**src/rtl/gray_pkg.sv**
```systemverilog
// gray_pkg: shared width default, FSM state type and Gray-code helper for the pointer receiver.
//   GRAY_N      default pointer width
//   state_t     receiver FSM states {WARMUP, RUN}
//   hamming_gt1 true when more than one bit of an XOR vector is set
package gray_pkg;
   localparam int GRAY_N = 8;
   typedef enum logic {WARMUP, RUN} state_t;
   // Clearing the lowest set bit leaves a non-zero value only if two or more bits were set.
   function automatic logic hamming_gt1(input logic [63:0] x);
      return (x & (x - 64'd1)) != 64'd0;
   endfunction
endpackage

```
**src/rtl/gray_ptr_sync_if.sv**
```systemverilog
// gray_ptr_sync_if: pointer-crossing bundle between the remote side and the receiver.
//   GI       Gray pointer from the remote clock domain
//   LOCAL_BI local binary pointer
//   BO       synchronized, decoded pointer
//   DIFF     LOCAL_BI - BO modulo 2^N
//   CHG      one-cycle pulse on a new BO value
//   ERR      sticky multi-bit-change flag
interface gray_ptr_sync_if #(parameter int N = gray_pkg::GRAY_N);
   logic [N-1:0] GI;
   logic [N-1:0] LOCAL_BI;
   logic [N-1:0] BO;
   logic [N-1:0] DIFF;
   logic         CHG;
   logic         ERR;
   modport master (output GI, LOCAL_BI, input BO, DIFF, CHG, ERR);
   modport slave  (input GI, LOCAL_BI, output BO, DIFF, CHG, ERR);
endinterface

```
**src/rtl/gray2bin.sv**
```systemverilog
// gray2bin: combinational Gray-to-binary decoder.
//   gray in  N-bit Gray code
//   bin  out N-bit binary value
module gray2bin #(parameter int N = 8) (
   input  logic [N-1:0] gray,
   output logic [N-1:0] bin
);
   // Each binary bit is the parity of all Gray bits at or above it.
   for (genvar i = 0; i < N; i++) begin : g_bit
      assign bin[i] = ^gray[N-1:i];
   end
endmodule

```
**src/rtl/gray_ptr_sync.sv**
```systemverilog
// gray_ptr_sync: destination-domain receiver for a Gray pointer crossing from a remote clock.
//   CLK  destination clock
//   RST  asynchronous active-high reset
//   bus  slave side of gray_ptr_sync_if (GI, LOCAL_BI in; BO, DIFF, CHG, ERR out)
// Optional feature: define GRAY_SYNC_CHECK_EN to build the multi-bit-change detector driving ERR;
// otherwise ERR is tied low.
module gray_ptr_sync import gray_pkg::*; #(
   parameter int N           = GRAY_N,
   parameter int SYNC_STAGES = 2
) (
   input  logic         CLK,
   input  logic         RST,
   gray_ptr_sync_if.slave bus
);
   localparam int CW = $clog2(SYNC_STAGES + 2);
   logic [N-1:0]  sync [SYNC_STAGES];
   logic [N-1:0]  dec;
   logic [N-1:0]  bo;
   logic [N-1:0]  diff;
   logic [N-1:0]  diff_n;
   logic          chg;
   logic          chg_n;
   logic          run;
   logic [CW-1:0] cnt;
   state_t        state;
   state_t        state_n;
   always_ff @(posedge CLK or posedge RST) begin
      if (RST) begin
         for (int i = 0; i < SYNC_STAGES; i++) sync[i] <= '0;
      end else begin
         sync[0] <= bus.GI;
         for (int i = 1; i < SYNC_STAGES; i++) sync[i] <= sync[i-1];
      end
   end
   gray2bin #(.N(N)) u_dec (.gray(sync[SYNC_STAGES-1]), .bin(dec));
   // The counter tracks edges since reset release; it freezes once RUN is reached.
   always_ff @(posedge CLK or posedge RST) begin
      if (RST) begin
         state <= WARMUP;
         cnt   <= '0;
      end else begin
         state <= state_n;
         cnt   <= (state == WARMUP) ? cnt + 1'b1 : cnt;
      end
   end
   // RUN is entered on the edge where the count reaches SYNC_STAGES+1, i.e. once the chain holds real samples.
   always_comb begin
      state_n = (state == WARMUP && cnt == CW'(SYNC_STAGES)) ? RUN : state;
   end
   always_comb begin
      run    = state == RUN;
      chg_n  = run && (dec != bo);
      diff_n = bus.LOCAL_BI - dec;
   end
   always_ff @(posedge CLK or posedge RST) begin
      if (RST) begin
         bo   <= '0;
         diff <= '0;
         chg  <= 1'b0;
      end else begin
         bo   <= dec;
         diff <= diff_n;
         chg  <= chg_n;
      end
   end
`ifdef GRAY_SYNC_CHECK_EN
   logic [N-1:0] prev;
   logic         err;
   always_ff @(posedge CLK or posedge RST) begin
      if (RST) begin
         prev <= '0;
         err  <= 1'b0;
      end else begin
         prev <= sync[SYNC_STAGES-1];
         err  <= err | (run && hamming_gt1(64'(sync[SYNC_STAGES-1] ^ prev)));
      end
   end
   assign bus.ERR = err;
`else
   assign bus.ERR = 1'b0;
`endif
   assign bus.BO   = bo;
   assign bus.DIFF = diff;
   assign bus.CHG  = chg;
endmodule

```
**src/flat_wrapper.sv**
```systemverilog
// flat-port wrapper written by rule: the top's interface ports become plain ports
module gray_ptr_sync_flat import gray_pkg::*;
#(
   parameter int N           = GRAY_N,
   parameter int SYNC_STAGES = 2
)
  (CLK, RST, bus_GI, bus_LOCAL_BI, bus_BO, bus_DIFF, bus_CHG, bus_ERR);
  gray_ptr_sync_if #(.N(N)) bus_i ();
  input  logic CLK;
  input  logic RST;
  input wire logic [$bits(bus_i.GI)-1:0] bus_GI;
  input wire logic [$bits(bus_i.LOCAL_BI)-1:0] bus_LOCAL_BI;
  output wire logic [$bits(bus_i.BO)-1:0] bus_BO;
  output wire logic [$bits(bus_i.DIFF)-1:0] bus_DIFF;
  output wire logic [$bits(bus_i.CHG)-1:0] bus_CHG;
  output wire logic [$bits(bus_i.ERR)-1:0] bus_ERR;
  assign bus_i.GI = bus_GI;
  assign bus_i.LOCAL_BI = bus_LOCAL_BI;
  assign bus_BO = bus_i.BO;
  assign bus_DIFF = bus_i.DIFF;
  assign bus_CHG = bus_i.CHG;
  assign bus_ERR = bus_i.ERR;
  gray_ptr_sync #(.N(N), .SYNC_STAGES(SYNC_STAGES)) u_core (.CLK(CLK), .RST(RST), .bus(bus_i));
endmodule
```
**config.mk**
```make
export PLATFORM = sky130hd
export DESIGN_NAME = gray_ptr_sync_flat
export DESIGN_NICKNAME = d
export VERILOG_FILES = /design/src/rtl/gray_pkg.sv /design/src/rtl/gray_ptr_sync_if.sv /design/src/rtl/gray2bin.sv /design/src/rtl/gray_ptr_sync.sv /design/src/flat_wrapper.sv
export SDC_FILE = /design/constraint.sdc
export NUM_CORES = 1
export LEC_CHECK = 0
export CAP_MARGIN = 20
export CORE_MARGIN = 2
export CORE_UTILIZATION = 25
export DETAILED_ROUTE_END_ITERATION = 10
export DONT_BUFFER_PORTS = 1
export GPL_ROUTABILITY_DRIVEN = 0
export GPL_TIMING_DRIVEN = 0
export PLACE_DENSITY = 0.44
export REMOVE_ABC_BUFFERS = 1
export SLEW_MARGIN = 20
export SYNTH_ARGS = -nofsm -noshare
export SYNTH_HDL_FRONTEND = slang
export SYNTH_HIERARCHICAL = 1
export SYNTH_SLANG_ARGS = --single-unit
```
**constraint.sdc**
```tcl
create_clock -name CLK -period 7.8 [get_ports CLK]
set_input_delay 1.56 -clock CLK [delete_from_list [all_inputs] [get_ports CLK]]
set_output_delay 1.56 -clock CLK [all_outputs]
set_load 0.05 [all_outputs]
```
==> results.md <==
Run status:
- The flow ran to the end, and the final reports show no timing, DRC or antenna violations.

Clocking:
- In this run, post-CTS hold repair placed 0 buffers.
- In this run, post-CTS repair resized a total of 0 instances.
- The clock insertion delay at the later pin of the skew report is ~0.28 ns.
- TritonCTS built the clock tree.
- The root buffer cell chosen for the clock tree is clkbuf_8.
- The clock-pin transition on the worst setup and hold timing paths is approximately 0.07 ns.
- The clock passes through at most 2 buffers.
- The post-CTS setup-driven buffer insertion count is 0.
- The total CTS buffers is 5.
- The number of sinks handled by clock tree synthesis is 36.
- The total number of H-tree levels is 2.

Routing:
- The total number of vias is ~760.
- The count of nets left with antenna violations after detail routing is 0.
- Dividing the detail-routed wire length by the instance count gives approximately 13 microns.
- In the routed design, unresolved DRC markers number 0.
- The number of design-rule violations left by the first detailed-router iteration is 44.
- The count of TritonRoute iterations in the first routing pass is 2.
- After detailed routing, the number of vias per cell comes to around 4.0.
- Summed over all layers, the routed wires come to roughly 2500 microns.

Die:
- During I/O placement, the number of pins put on the boundary was 36.
- The initial utilization of the core area, before any placement, comes to 0.257.
- The placeable core area is approximately 5900 sq um.
- Measured along the y axis, the die boundary spans 81.5 microns.
- The site row count is 28.
- From left edge to right edge, the die measures ~82 microns.
- The area of the die is about 6600 sq um.

Timing:
- The time the worst path needs with I/O delays and setup is approximately 3.1 ns.
- The max-slew violation count is 0.
- The remaining max-slew budget at the tightest pin is 0.510.
- The final period utilization is 0.400.
- The count of endpoints failing hold in the final timing report is 0.
- Setup violations remaining at the end of the flow were counted as 0.
- For this run, the top clock speed supported by timing is 320 MHz.
- Clock skew on the completed layout was measured at 0.00698 ns.
- At the pin with the least slew margin, the transition time is between 0.7 and 0.8 ns.
- The final setup TNS is 0 ns.
- Setup repair after global routing left no endpoint under its margin.

Yosys:
- Yosys attributes the largest share of cell area to dfrtp_1 60%, xor2_1 7.6%, ha_1 6.7%.
- Of the synthesized area, sequential elements account for 0.600.
- The number of different library cells in the post-synthesis netlist is 29.
- The gate count of the mapped netlist is between 100 and 150.
- The post-synthesis cell type with the largest combined area is dfrtp_1.
- Of the post-synthesis cell area, the dominant cell type holds 0.600.
- Counting flops and latches in the post-synthesis netlist gives 36.
- The Yosys step of the flow raised 6 warnings.
- Averaged over all synthesized cells, the footprint is roughly 14 sq um.
- The synthesized netlist occupies a cell area of 1500 sq um.

Worst setup path:
- The kind of critical path is register to register.
- The arrival time of data at the critical path endpoint is about 3.3 ns.
- At the worst endpoint, the required time is ~8 ns.
- The highest fanout seen on the critical path is 5.
- The worst setup path is launched from a register.
- The worst setup path is captured at a register.

Global route:
- In the global route stage, overall resource usage came out at 0.0878.
- Entering global routing, the biggest net connects 37 pins.
- After global routing the overflow that remains totals 0.
- The number of global-route vias before repair was between 800 and 900.
- The first global-routing pass estimated between 4000 and 5000 microns of wire.
- The number of antenna violations at the first check in global routing is 0.

Layout:
- Leaving out fill and tap cells, the most frequent cell in the layout is dfrtp_1.
- In the final layout, the share of cells above drive strength 1 is 0.122.
- The total number of nets in the final design is between 100 and 150.
- The fill cell instance count of the final layout is 608.
- The repair_antennas step left the layout with diodes totalling 0.
- The area added between synthesis and finish is 11.2%.
- The utilization after layout is 0.286.
- The library cells used most frequently in the layout, excluding fill and tap cells, are 36 x dfrtp_1, 13 x xor2_1, 10 x inv_1.

Placed design:
- The HPWL after detailed placement is 1940 microns.
- The count of input and output buffers is 0.

Pwr:
- Summed over all cells, the static leakage comes to a little under 0.8 nW.
- The maximum resistive drop on vdd is between 0.1 and 0.15 mV.
- In this run the power density over the cells is between 300 and 400 nW/um^2.

Run:
- Max-cap violations in this run came to 0.

Min path:
- The worst hold path class is register to register.
## flip-flops by register name, indices dropped and copies added (netlist names)
signal / count
u_core/bus.DIFF: 8
u_core/cnt: 2
u_core/bus.CHG: 1
u_core/bus.BO: 8
u_core/sync: 16
u_core/run: 1
## logic make-up after synthesis
| group | synth area share |
|---|---|
| adder cells (fa/ha/maj) | 0.0799 |
| other | 0.00250 |
| AO/OA/AOI/OAI | 0.0816 |
| buffers and inverters | 0.0375 |
| flip-flops | 0.599 |
| AND/OR/NAND/NOR | 0.0333 |
| XOR/XNOR | 0.166 |
## path summary, 6_finish.rpt
path	from	to	slack (ns)	cells past startpoint
min in group asynchronous	RST	u_core/bus.BO[3]	1.28	1
worst min-delay path	u_core/sync[8]	u_core/sync[0]	0.35	0
worst max-delay path	u_core/sync[7]	u_core/bus.DIFF[6]	4.68	10
worst max register to register	u_core/sync[7]	u_core/bus.DIFF[6]	4.68	10
max in group asynchronous	RST	u_core/sync[3]	6.05	1
worst min register to register	u_core/sync[8]	u_core/sync[0]	0.35	0
## cell type report
cell class	instances	area (sq um)	area share
Inverter	11	41.3	0.0247
Multi-Input combinational cell	60	546	0.326
Tap cell	75	93.8	0.0561
Clock buffer	8	90.1	0.0539
Sequential cell	36	901	0.539
## routing by layer
metal / vias to the layer above / GRT usage / wire, microns / share of wire
met4: 0 / 0.0407 / 19 / 0.0076
met1: 368 / 0.0886 / 946 / 0.38
met3: 2 / 0.0516 / 256 / 0.10
met5: - / 0 / 0 / 0
li1: 364 / - / - / -
met2: 25 / 0.145 / 1290 / 0.51
## power by group
part,internal (mW),total [mW],switching (mW)
clock network,0.0720,0.131,0.0593
registers,0.218,0.343,0.125
logic,0.0518,0.114,0.0619
total,0.342,0.588,0.246
## worst max-delay path, stage by stage (launching register included)
cell,delay [ns]
dfrtp_1,0.45
xor3_2,0.56
xnor3_2,0.48
xnor2_2,0.21
ha_1,0.20
inv_1,0.06
fa_1,0.42
a211oi_1,0.25
o21bai_1,0.11
a21oi_1,0.19
xnor2_1,0.13
## synthesized netlist by cell type, drive strengths merged
cell type and count:
o21ai 2, or2b 1, o211ai 1, a31oi 2
dfrtp 36, xor2 13, xnor2 9, inv 11
a211oi 1, nand2b 1, xor3 1, a21boi 1
or3 1, conb 1, or2 1, nand2 1
buf 2, ha 8, o21bai 1, a311o 1
fa 1, xnor3 1, a21oi 4, a21o 4
nor4 2, nor2 2
## per-stage QoR
step / power (mW) / hold slack [ns] / cell area [sq um] / cells / setup WS (ns)
2_1_floorplan: 0.437 / 0.331 / 1490 / 107 / 4.94
3_3_place_gp: 0.462 / 0.332 / 1580 / 182 / 4.66
3_5_place_dp: 0.466 / 0.335 / 1580 / 182 / 4.63
4_1_cts: 0.601 / 0.350 / 1670 / 190 / 4.61
5_1_grt: 0.623 / 0.362 / 1670 / 190 / 4.50
6_report: 0.588 / 0.348 / 1670 / 190 / 4.68
Note: power is estimated with default switching activity, not from simulation.
==> patch: new RTL, same settings <==
`SYNC_STAGES` is set to 2 in 2 places; all go to 1.
--- a/src/rtl/gray_ptr_sync.sv
+++ b/src/rtl/gray_ptr_sync.sv
@@ -6,7 +6,7 @@
 // otherwise ERR is tied low.
 module gray_ptr_sync import gray_pkg::*; #(
    parameter int N           = GRAY_N,
-   parameter int SYNC_STAGES = 2
+   parameter int SYNC_STAGES = 1
 ) (
    input  logic         CLK,
    input  logic         RST,
--- a/src/flat_wrapper.sv
+++ b/src/flat_wrapper.sv
@@ -2,7 +2,7 @@
 module gray_ptr_sync_flat import gray_pkg::*;
 #(
    parameter int N           = GRAY_N,
-   parameter int SYNC_STAGES = 2
+   parameter int SYNC_STAGES = 1
 )
   (CLK, RST, bus_GI, bus_LOCAL_BI, bus_BO, bus_DIFF, bus_CHG, bus_ERR);
   gray_ptr_sync_if #(.N(N)) bus_i ();
Behaviour: not the same (Yosys sat finds a counterexample within 4 cycles, from zero or initial values and one cycle with RST high).
==> patch against the original RTL <==
Hold slack better by 0.15 ns; largest cell class unchanged; sequential cell count decreased by 8; setup slack worse by 0.051 ns; count of clock-buffer cells in the layout fell by 4; power decreased by 15%; design area down 14%; wire length is 10% lower; area after synthesis shrank 13%; critical path depth unchanged.
==> patch: results (changes against the original RTL) <==
status - completed
sequential share of the synthesized area - 53.7% (-6.2 points)
CTS buffer count - 3 (-2)
IR drop worst, VDD - 0.000112 V (-14%)
max frequency - 0.315 GHz (-1.6%)
worst hold margin - 0.496 ns (+0.148 ns)
post-route insts no fill - 172 (-9.5%)
XOR/XNOR Fraction of Synth Area - 19.1% (+2.5 points)
Max H-tree Level - 1 (-1)
placed instance count - 168 (-7.7%)
GRT Util Overall - 8.42% (-0.35 points)
mux share of post-synthesis cell area - 0.768% (+0.77 points)
Fin Clk Skew - 0.00476 ns (-0.00222 ns)
clock buffers - 4 (-4)
post-synthesis adder-cell area fraction - 9.21% (+1.2 points)
first-pass GRT wire length - 3660 um (-12%)
Area contributors post-synth - dfrtp_1, xor2_1, ha_1, xnor2_1, inv_1
ClkCell Share - 3.85% (-1.5 points)
placed cell areas - 1380 um^2 (-13%)
vias in the first global route - 768 (-13%)
register area - 701 um^2 (-22%)
initial drt markers - 12 (-73%)
min-delay src - u_core/cnt[0]
DR vias - 701 (-7.6%)
largest net degree at the start of global routing - 29 (-22%)
Finished Core Util - 28.2% (-0.37 points)
WP data arrival - 3.38 ns (+0.05 ns)
Hold Path End - u_core/cnt[0]
Clock Sinks - 28 (-22%)
share of layout cells above drive strength 1 - 11.8% (-0.41 points)
Hold Crit Depth - 1 (+1)
[patch: power breakdown]
group	switching, W	internal, W	leakage [nW]	total (W)
Clock	0.0000442	0.0000452	0.0288	0.0000895
Combinational	0.0000612	0.0000518	0.324	0.000113
Sequential	0.000122	0.000175	0.319	0.000297
Total	0.000228	0.000272	0.673	0.000499
[patch: cell families (layout without fill, tap and decap cells)]
kind of cell / count (synthesis) / count (layout)
AO/OA/AOI/OAI: 16 / 16
AND/OR/NAND/NOR: 8 / 8
other: 1 / 1
XOR/XNOR: 24 / 24
flip-flops: 28 / 28
multiplexers: 1 / 1
adder cells (fa/ha/maj): 9 / 9
buffers and inverters: 13 / 15
[patch: routing by layer]
layer	up-vias	global-route usage (%)	share of wire (%)
li1	332	-	-
met1	341	9.02	41
met2	23	14.1	51
met3	5	2.61	5.4
met4	0	6.00	3.1
met5	-	0	0
